File: config.mk
export PLATFORM = sky130hd
export DESIGN_NAME = pipelined_barrel_shifter
export DESIGN_NICKNAME = d
export VERILOG_FILES = /design/src/rtl/pipelined_barrel_shifter.sv
export SDC_FILE = /design/constraint.sdc
export NUM_CORES = 1
export LEC_CHECK = 0
export ABC_AREA = 1
export BUFFER_PORTS_ARGS = -buffer_cell sky130_fd_sc_hd__clkbuf_2
export CAP_MARGIN = 15
export CORE_ASPECT_RATIO = 0.75
export CORE_MARGIN = 8
export CORE_UTILIZATION = 55
export CTS_CLUSTER_SIZE = 12
export DETAILED_ROUTE_END_ITERATION = 16
export MAX_ROUTING_LAYER = met4
export PLACE_DENSITY_LB_ADDON = 0.05
export SYNTH_ARGS = -nofsm -noshare
export SYNTH_HDL_FRONTEND = slang
export SYNTH_SLANG_ARGS = --single-unit
File: constraint.sdc
create_clock -name clock -period 4.3 [get_ports clock]
set_input_delay 0.645 -clock clock [delete_from_list [all_inputs] [get_ports clock]]
set_output_delay 0.645 -clock clock [all_outputs]
set_load 0.005 [all_outputs]
File: src/rtl/pipelined_barrel_shifter.sv
// Pipelined barrel shifter for SLL/SRL/SRA/ROTR: log2(WIDTH) power-of-two mux levels,
// grouped LEVELS_PER_STAGE per register stage, moved as one globally stalled pipeline.
module pipelined_barrel_shifter #(
  parameter  int WIDTH            = 32,
  parameter  int LEVELS_PER_STAGE = 2,
  parameter  int TAG_W            = 5,
  localparam int SHAMT_W          = $clog2(WIDTH)
) (
  input  logic               clock,
  input  logic               resetn,
  input  logic               in_valid,
  output logic               in_ready,
  input  logic [WIDTH-1:0]   in_data,
  input  logic [SHAMT_W-1:0] in_shamt,
  input  logic [1:0]         in_op,
  input  logic [TAG_W-1:0]   in_tag,
  output logic               out_valid,
  input  logic               out_ready,
  output logic [WIDTH-1:0]   out_data,
  output logic [TAG_W-1:0]   out_tag,
  output logic               out_zero
);

  localparam int LAT = (SHAMT_W + LEVELS_PER_STAGE - 1) / LEVELS_PER_STAGE;

  typedef enum logic [1:0] {
    OP_SLL  = 2'b00,
    OP_SRL  = 2'b01,
    OP_SRA  = 2'b10,
    OP_ROTR = 2'b11
  } op_e;

  // Applies only the levels in [lo, hi); each selected level k moves the data by 2^k.
  function automatic logic [WIDTH-1:0] shift_levels(
    input logic [WIDTH-1:0]   d,
    input logic [SHAMT_W-1:0] sh,
    input logic [1:0]         op,
    input logic               sign,
    input int                 lo,
    input int                 hi
  );
    logic [WIDTH-1:0] v;
    int               amt;
    v = d;
    for (int k = 0; k < SHAMT_W; k++) begin
      if (k >= lo && k < hi && sh[k]) begin
        amt = 1 << k;
        case (op_e'(op))
          OP_SLL:  v = v << amt;
          OP_SRL:  v = v >> amt;
          OP_SRA:  v = (v >> amt) | (sign ? ~({WIDTH{1'b1}} >> amt) : '0);
          default: v = (v >> amt) | (v << (WIDTH - amt));
        endcase
      end
    end
    return v;
  endfunction

  logic [WIDTH-1:0]   r_data  [LAT];
  logic [SHAMT_W-1:0] r_shamt [LAT];
  logic [1:0]         r_op    [LAT];
  logic               r_sign  [LAT];
  logic [TAG_W-1:0]   r_tag   [LAT];
  logic [LAT-1:0]     r_valid;
  logic               r_zero;

  // Index s is the input of stage s; index 0 is the block input itself.
  logic [WIDTH-1:0]   w_in_data  [LAT+1];
  logic [SHAMT_W-1:0] w_in_shamt [LAT+1];
  logic [1:0]         w_in_op    [LAT+1];
  logic               w_in_sign  [LAT+1];
  logic [TAG_W-1:0]   w_in_tag   [LAT+1];
  logic [WIDTH-1:0]   w_nxt_data [LAT];
  logic               w_advance;

  // Handshake: a beat transfers on valid && ready at the clock edge. The pipeline
  // moves as a unit: it advances whenever the output slot is empty or being taken,
  // in_ready is exactly that condition, and while stalled every stage holds.
  assign w_advance = out_ready || !r_valid[LAT-1];
  assign in_ready  = w_advance;

  always_comb begin
    w_in_data[0]  = in_data;
    w_in_shamt[0] = in_shamt;
    w_in_op[0]    = in_op;
    w_in_sign[0]  = in_data[WIDTH-1];
    w_in_tag[0]   = in_tag;
    for (int s = 0; s < LAT; s++) begin
      w_in_data[s+1]  = r_data[s];
      w_in_shamt[s+1] = r_shamt[s];
      w_in_op[s+1]    = r_op[s];
      w_in_sign[s+1]  = r_sign[s];
      w_in_tag[s+1]   = r_tag[s];
      w_nxt_data[s]   = shift_levels(w_in_data[s], w_in_shamt[s], w_in_op[s], w_in_sign[s],
                                     s * LEVELS_PER_STAGE, (s + 1) * LEVELS_PER_STAGE);
    end
  end

  always_ff @(posedge clock) begin
    if (!resetn) begin
      for (int s = 0; s < LAT; s++) begin
        r_data[s]  <= '0;
        r_shamt[s] <= '0;
        r_op[s]    <= '0;
        r_sign[s]  <= 1'b0;
        r_tag[s]   <= '0;
      end
      r_valid <= '0;
      r_zero  <= 1'b0;
    end else if (w_advance) begin
      for (int s = 0; s < LAT; s++) begin
        r_data[s]  <= w_nxt_data[s];
        r_shamt[s] <= w_in_shamt[s];
        r_op[s]    <= w_in_op[s];
        r_sign[s]  <= w_in_sign[s];
        r_tag[s]   <= w_in_tag[s];
      end
      r_valid <= (r_valid << 1) | LAT'(in_valid);
      r_zero  <= (w_nxt_data[LAT-1] == '0);
    end
  end

  assign out_valid = r_valid[LAT-1];
  assign out_data  = r_data[LAT-1];
  assign out_tag   = r_tag[LAT-1];
  assign out_zero  = r_zero;

endmodule

==> results.txt <==
The flow ran to the end, and the final reports show no timing, DRC or antenna violations. The cell-internal power came out at 2.56 mW. The number of I/O port buffers is 87. The multi-input combinational cells in the finished layout cover a total of 3240 sq um. The switching share of power is 28.4%. The worst setup path is of the flip-flop to flip-flop kind. Counting flops with an async set or reset pin after synthesis yields a share of 0%. Setup repair after global routing left no endpoint under its margin.

The fraction of layout instances using a drive strength above 1 came out at 13.3%. The clock latency on the worst-skew pair came out at 0.42 ns. The total number of yosys warnings came out at 0. The number of synthesized register bits is 125.

The combined area of all synthesized cells came out at 7930 sq um. For this design, the CTS-stage hold fixing added 0 buffers. Final hold analysis gives a worst-case slack of 0.423 ns. The data arrival time of the worst path came out at 2.89 ns. The routed design uses 8180 um of met2 wire.

The average vias per placed instance is 5.44. In the post-synthesis netlist, the cell with the most instances is sky130_fd_sc_hd__nand2_1. The length of routed wiring on met1 came out at 9810 um. In this run the deepest clock path goes through 2 buffers. In this run the vertical extent of the chip is 120 um. Sorting the synthesized cells by area gives the leading types as sky130_fd_sc_hd__edfxtp_1, sky130_fd_sc_hd__nand2_1, sky130_fd_sc_hd__a21oi_1. The category of the worst setup path capture point is a flip-flop. The final cycle utilization of the critical path is 58.8%.

Detailed routing placed a total of 1830 um of wire on met3. The buffer count from post-CTS setup fixing is 0. The die footprint came out at 18600 sq um.

For this design the static power due to leakage is 4.18 nW. For this design the total switching power over the nets is 1.02 mW. The most critical setup path has its startpoint at r_shamt[0][9]. Compared with the post-synthesis result, the final layout area differs by 10.0%.

The clock transition time at the flip-flop clock pins of the worst setup and hold paths came out at 0.06 ns. In the final layout, flip-flops and latches occupy 3710 sq um. The total count of max-transition violations in the final report came out at 0. The kind of path behind the tightest hold check is input port to flip-flop. The H-tree was split into 4 levels.

The number of distinct library cells after synthesis is 26. The total wire length after detailed routing came out at 20000 um. The root buffer cell chosen for the clock tree is sky130_fd_sc_hd__clkbuf_16. The floorplan has 38 rows. The net count after synthesis came out at 1135. The overall via count from detail_route is 7056. The cell count after synthesis came out at 1087. The global-route wire length before repair is 32900 um. The minimum clock period after layout came out at 2.53 ns. TritonCTS built the clock tree.

The power share of the combinational group came out at 16.4%. The post-layout net count came out at 1153. The total of endpoints with negative setup slack in the final report came out at 0. The detailed-route wire length per cell is 15.4 um. Among all flip-flop cells after synthesis, the most frequent one is sky130_fd_sc_hd__edfxtp_1. The boundary pin count came out at 88. The pin count of the biggest net entering global routing is 76. The remaining global-route overflow is 0.

The total clock buffers created by CTS is 17. The number of antenna violations at the first check in global routing is 0. After detailed routing, no signal wire sits above met4. The number of synthesized flops with an enable pin came out at 121. At the placement stage, the worst setup path has a slack of 1.50 ns. The total power per unit cell area is 410 nW/um^2. The total power of the final layout is 3.58 mW. The die span in x is 155 um. The final routed DRC violation total came out at 0. The worst slew margin relative to its limit came out at 35.9%. The launch instance of the worst register-to-register path is r_shamt[0][9]. The startpoint identified for the worst hold timing path is in_valid. Per report_power, the clock group accounts for 41.2% of the total. The fraction of power consumed by sequential logic came out at 42.3%.

The count of nets left with antenna violations after detail routing came out at 0. The setup TNS after final layout came out at 0 ns. STA classifies the critical path startpoint as a flip-flop. The sequential element share of the synthesized area is 46.8%. The number of antenna diodes in the final layout is 0. The global placement routability congestion came out at 0.890. After filler insertion, the fill cell instance count of the layout stands at 1335. The number of sinks on the clock net came out at 125. The timing-limited maximum frequency is 396 MHz. The max-capacitance violation count came out at 0. The number of resized instances in the post-cts repair step is 0. Across every metal layer, demand over resource in global routing totals 22.8%. For the final database, setup skew stands at 0.00605 ns. The final hold violation count came out at 0. The initial cell density of the core came out at 55.6%. The total iterations of the first detailed-routing run is 5.

The violation count after the first detailed-routing iteration came out at 838. In the synthesized netlist, the cells that appear most often are sky130_fd_sc_hd__nand2_1, sky130_fd_sc_hd__nor2_1, sky130_fd_sc_hd__edfxtp_1. Data on the critical path is required at its endpoint by 4.67 ns. The area of the placeable core is 14300 sq um. The highest ir drop seen on vdd came out at 267 uV. Of all cell types, the one taking the most synthesized area is sky130_fd_sc_hd__edfxtp_1. The final worst-path setup slack is 1.77 ns. Summed over all nets, the half-perimeter wirelength after detailed placement is 14000 um. The maximum net fanout on the critical path is 33.

At the pin with the least slew margin, the transition time is 0.962 ns. The via count of the first global-routing pass came out at 6293. The synthesized area per cell came out at 7.30 sq um. The area share of the leading cell type in the synthesized netlist came out at 45.8%.
==> state kept, by name, summed over array words and instances (netlist names) <==
register / flops
r_op: 4
r_shamt: 4
r_valid: 3
out_zero: 1
r_data: 96
r_sign: 2
r_tag: 15
==> final timing paths <==
check	endpoint	slack [ns]	depth (start not counted)
worst min-delay path	r_valid[0]	0.42	3
worst min register to register	r_valid[2]	0.47	2
worst max register to register	out_zero	1.77	10
worst max-delay path	out_zero	1.77	10
==> power groups by stage <==
stage / Sequential, mW / Clock, mW / Combinational [mW]
final: 1.52 / 1.48 / 0.589
after global routing: 1.53 / 1.53 / 0.670
after CTS: 1.52 / 1.48 / 0.583
after detailed placement: 1.54 / 0 / 0.581
after global placement: 1.54 / 0 / 0.580
after floorplan: 1.51 / 0 / 0.455
==> metrics by stage <==
step | area [sq um] | instances | util, %
after CTS | 8730 | 1298 | 61.2
final | 8730 | 1298 | 61.2
after global routing | 8730 | 1298 | 61.2
after global placement | 8130 | 1266 | 57.0
after detailed placement | 8130 | 1266 | 57.0
after floorplan | 7930 | 1087 | -
==> routing by layer <==
layer  vias to the layer above  track usage (%)
met5                         -                -
met4                         0             6.17
met3                        24             4.85
met2                       280             31.3
met1                      3251             33.3
li1                       3501                -
==> logic make-up after synthesis <==
family	Yosys count	share of synthesized area, %
and+or+nand+nor	558	28.3
buffers and inverters	213	12.4
AOI/OAI and AO/OA	191	12.6
DFF	125	46.8
==> cell usage in the layout (no fill, tap or decap), types with 4 or more instances in the layout <==
| cell | instances |
|---|---|
| sky130_fd_sc_hd__o211ai_1 | 7 |
| sky130_fd_sc_hd__clkbuf_16 | 17 |
| sky130_fd_sc_hd__nand2_1 | 343 |
| sky130_fd_sc_hd__a31oi_1 | 5 |
| sky130_fd_sc_hd__inv_2 | 7 |
| sky130_fd_sc_hd__clkinv_4 | 4 |
| sky130_fd_sc_hd__or2_2 | 8 |
| sky130_fd_sc_hd__dfxtp_1 | 4 |
| sky130_fd_sc_hd__nand3_1 | 47 |
| sky130_fd_sc_hd__o22ai_1 | 7 |
| sky130_fd_sc_hd__edfxtp_1 | 121 |
| sky130_fd_sc_hd__inv_1 | 107 |
| sky130_fd_sc_hd__o21ai_0 | 35 |
| sky130_fd_sc_hd__or2_1 | 7 |
| sky130_fd_sc_hd__buf_4 | 7 |
| sky130_fd_sc_hd__clkbuf_2 | 87 |
| sky130_fd_sc_hd__nor2_1 | 143 |
| sky130_fd_sc_hd__o21ai_1 | 21 |
| sky130_fd_sc_hd__a21oi_1 | 113 |
==> area by class of cell <==
| class | count | share of cell area (%) |
|---|---|---|
| repair buffers | 95 | 5.82 |
| clock buffers | 19 | 4.96 |
| clock inverters | 13 | 1.92 |
| flip-flops and latches | 125 | 42.5 |
| well taps | 180 | 2.58 |
| multi-input cells | 749 | 37.1 |
| inverters | 117 | 5.06 |
==> worst max-delay path, stage by stage, from the launching register on <==
cell and delay, ns:
sky130_fd_sc_hd__edfxtp_1 0.95, sky130_fd_sc_hd__inv_2 0.36, sky130_fd_sc_hd__nor2_4 0.44, sky130_fd_sc_hd__nand2_1 0.09, sky130_fd_sc_hd__nand2_1 0.13, sky130_fd_sc_hd__nand2_1 0.07, sky130_fd_sc_hd__nor2_1 0.10, sky130_fd_sc_hd__nand2_1 0.06
sky130_fd_sc_hd__nor2_1 0.11, sky130_fd_sc_hd__nand2_1 0.09, sky130_fd_sc_hd__nand2_1 0.06
Power figures use the tool's default switching activity.
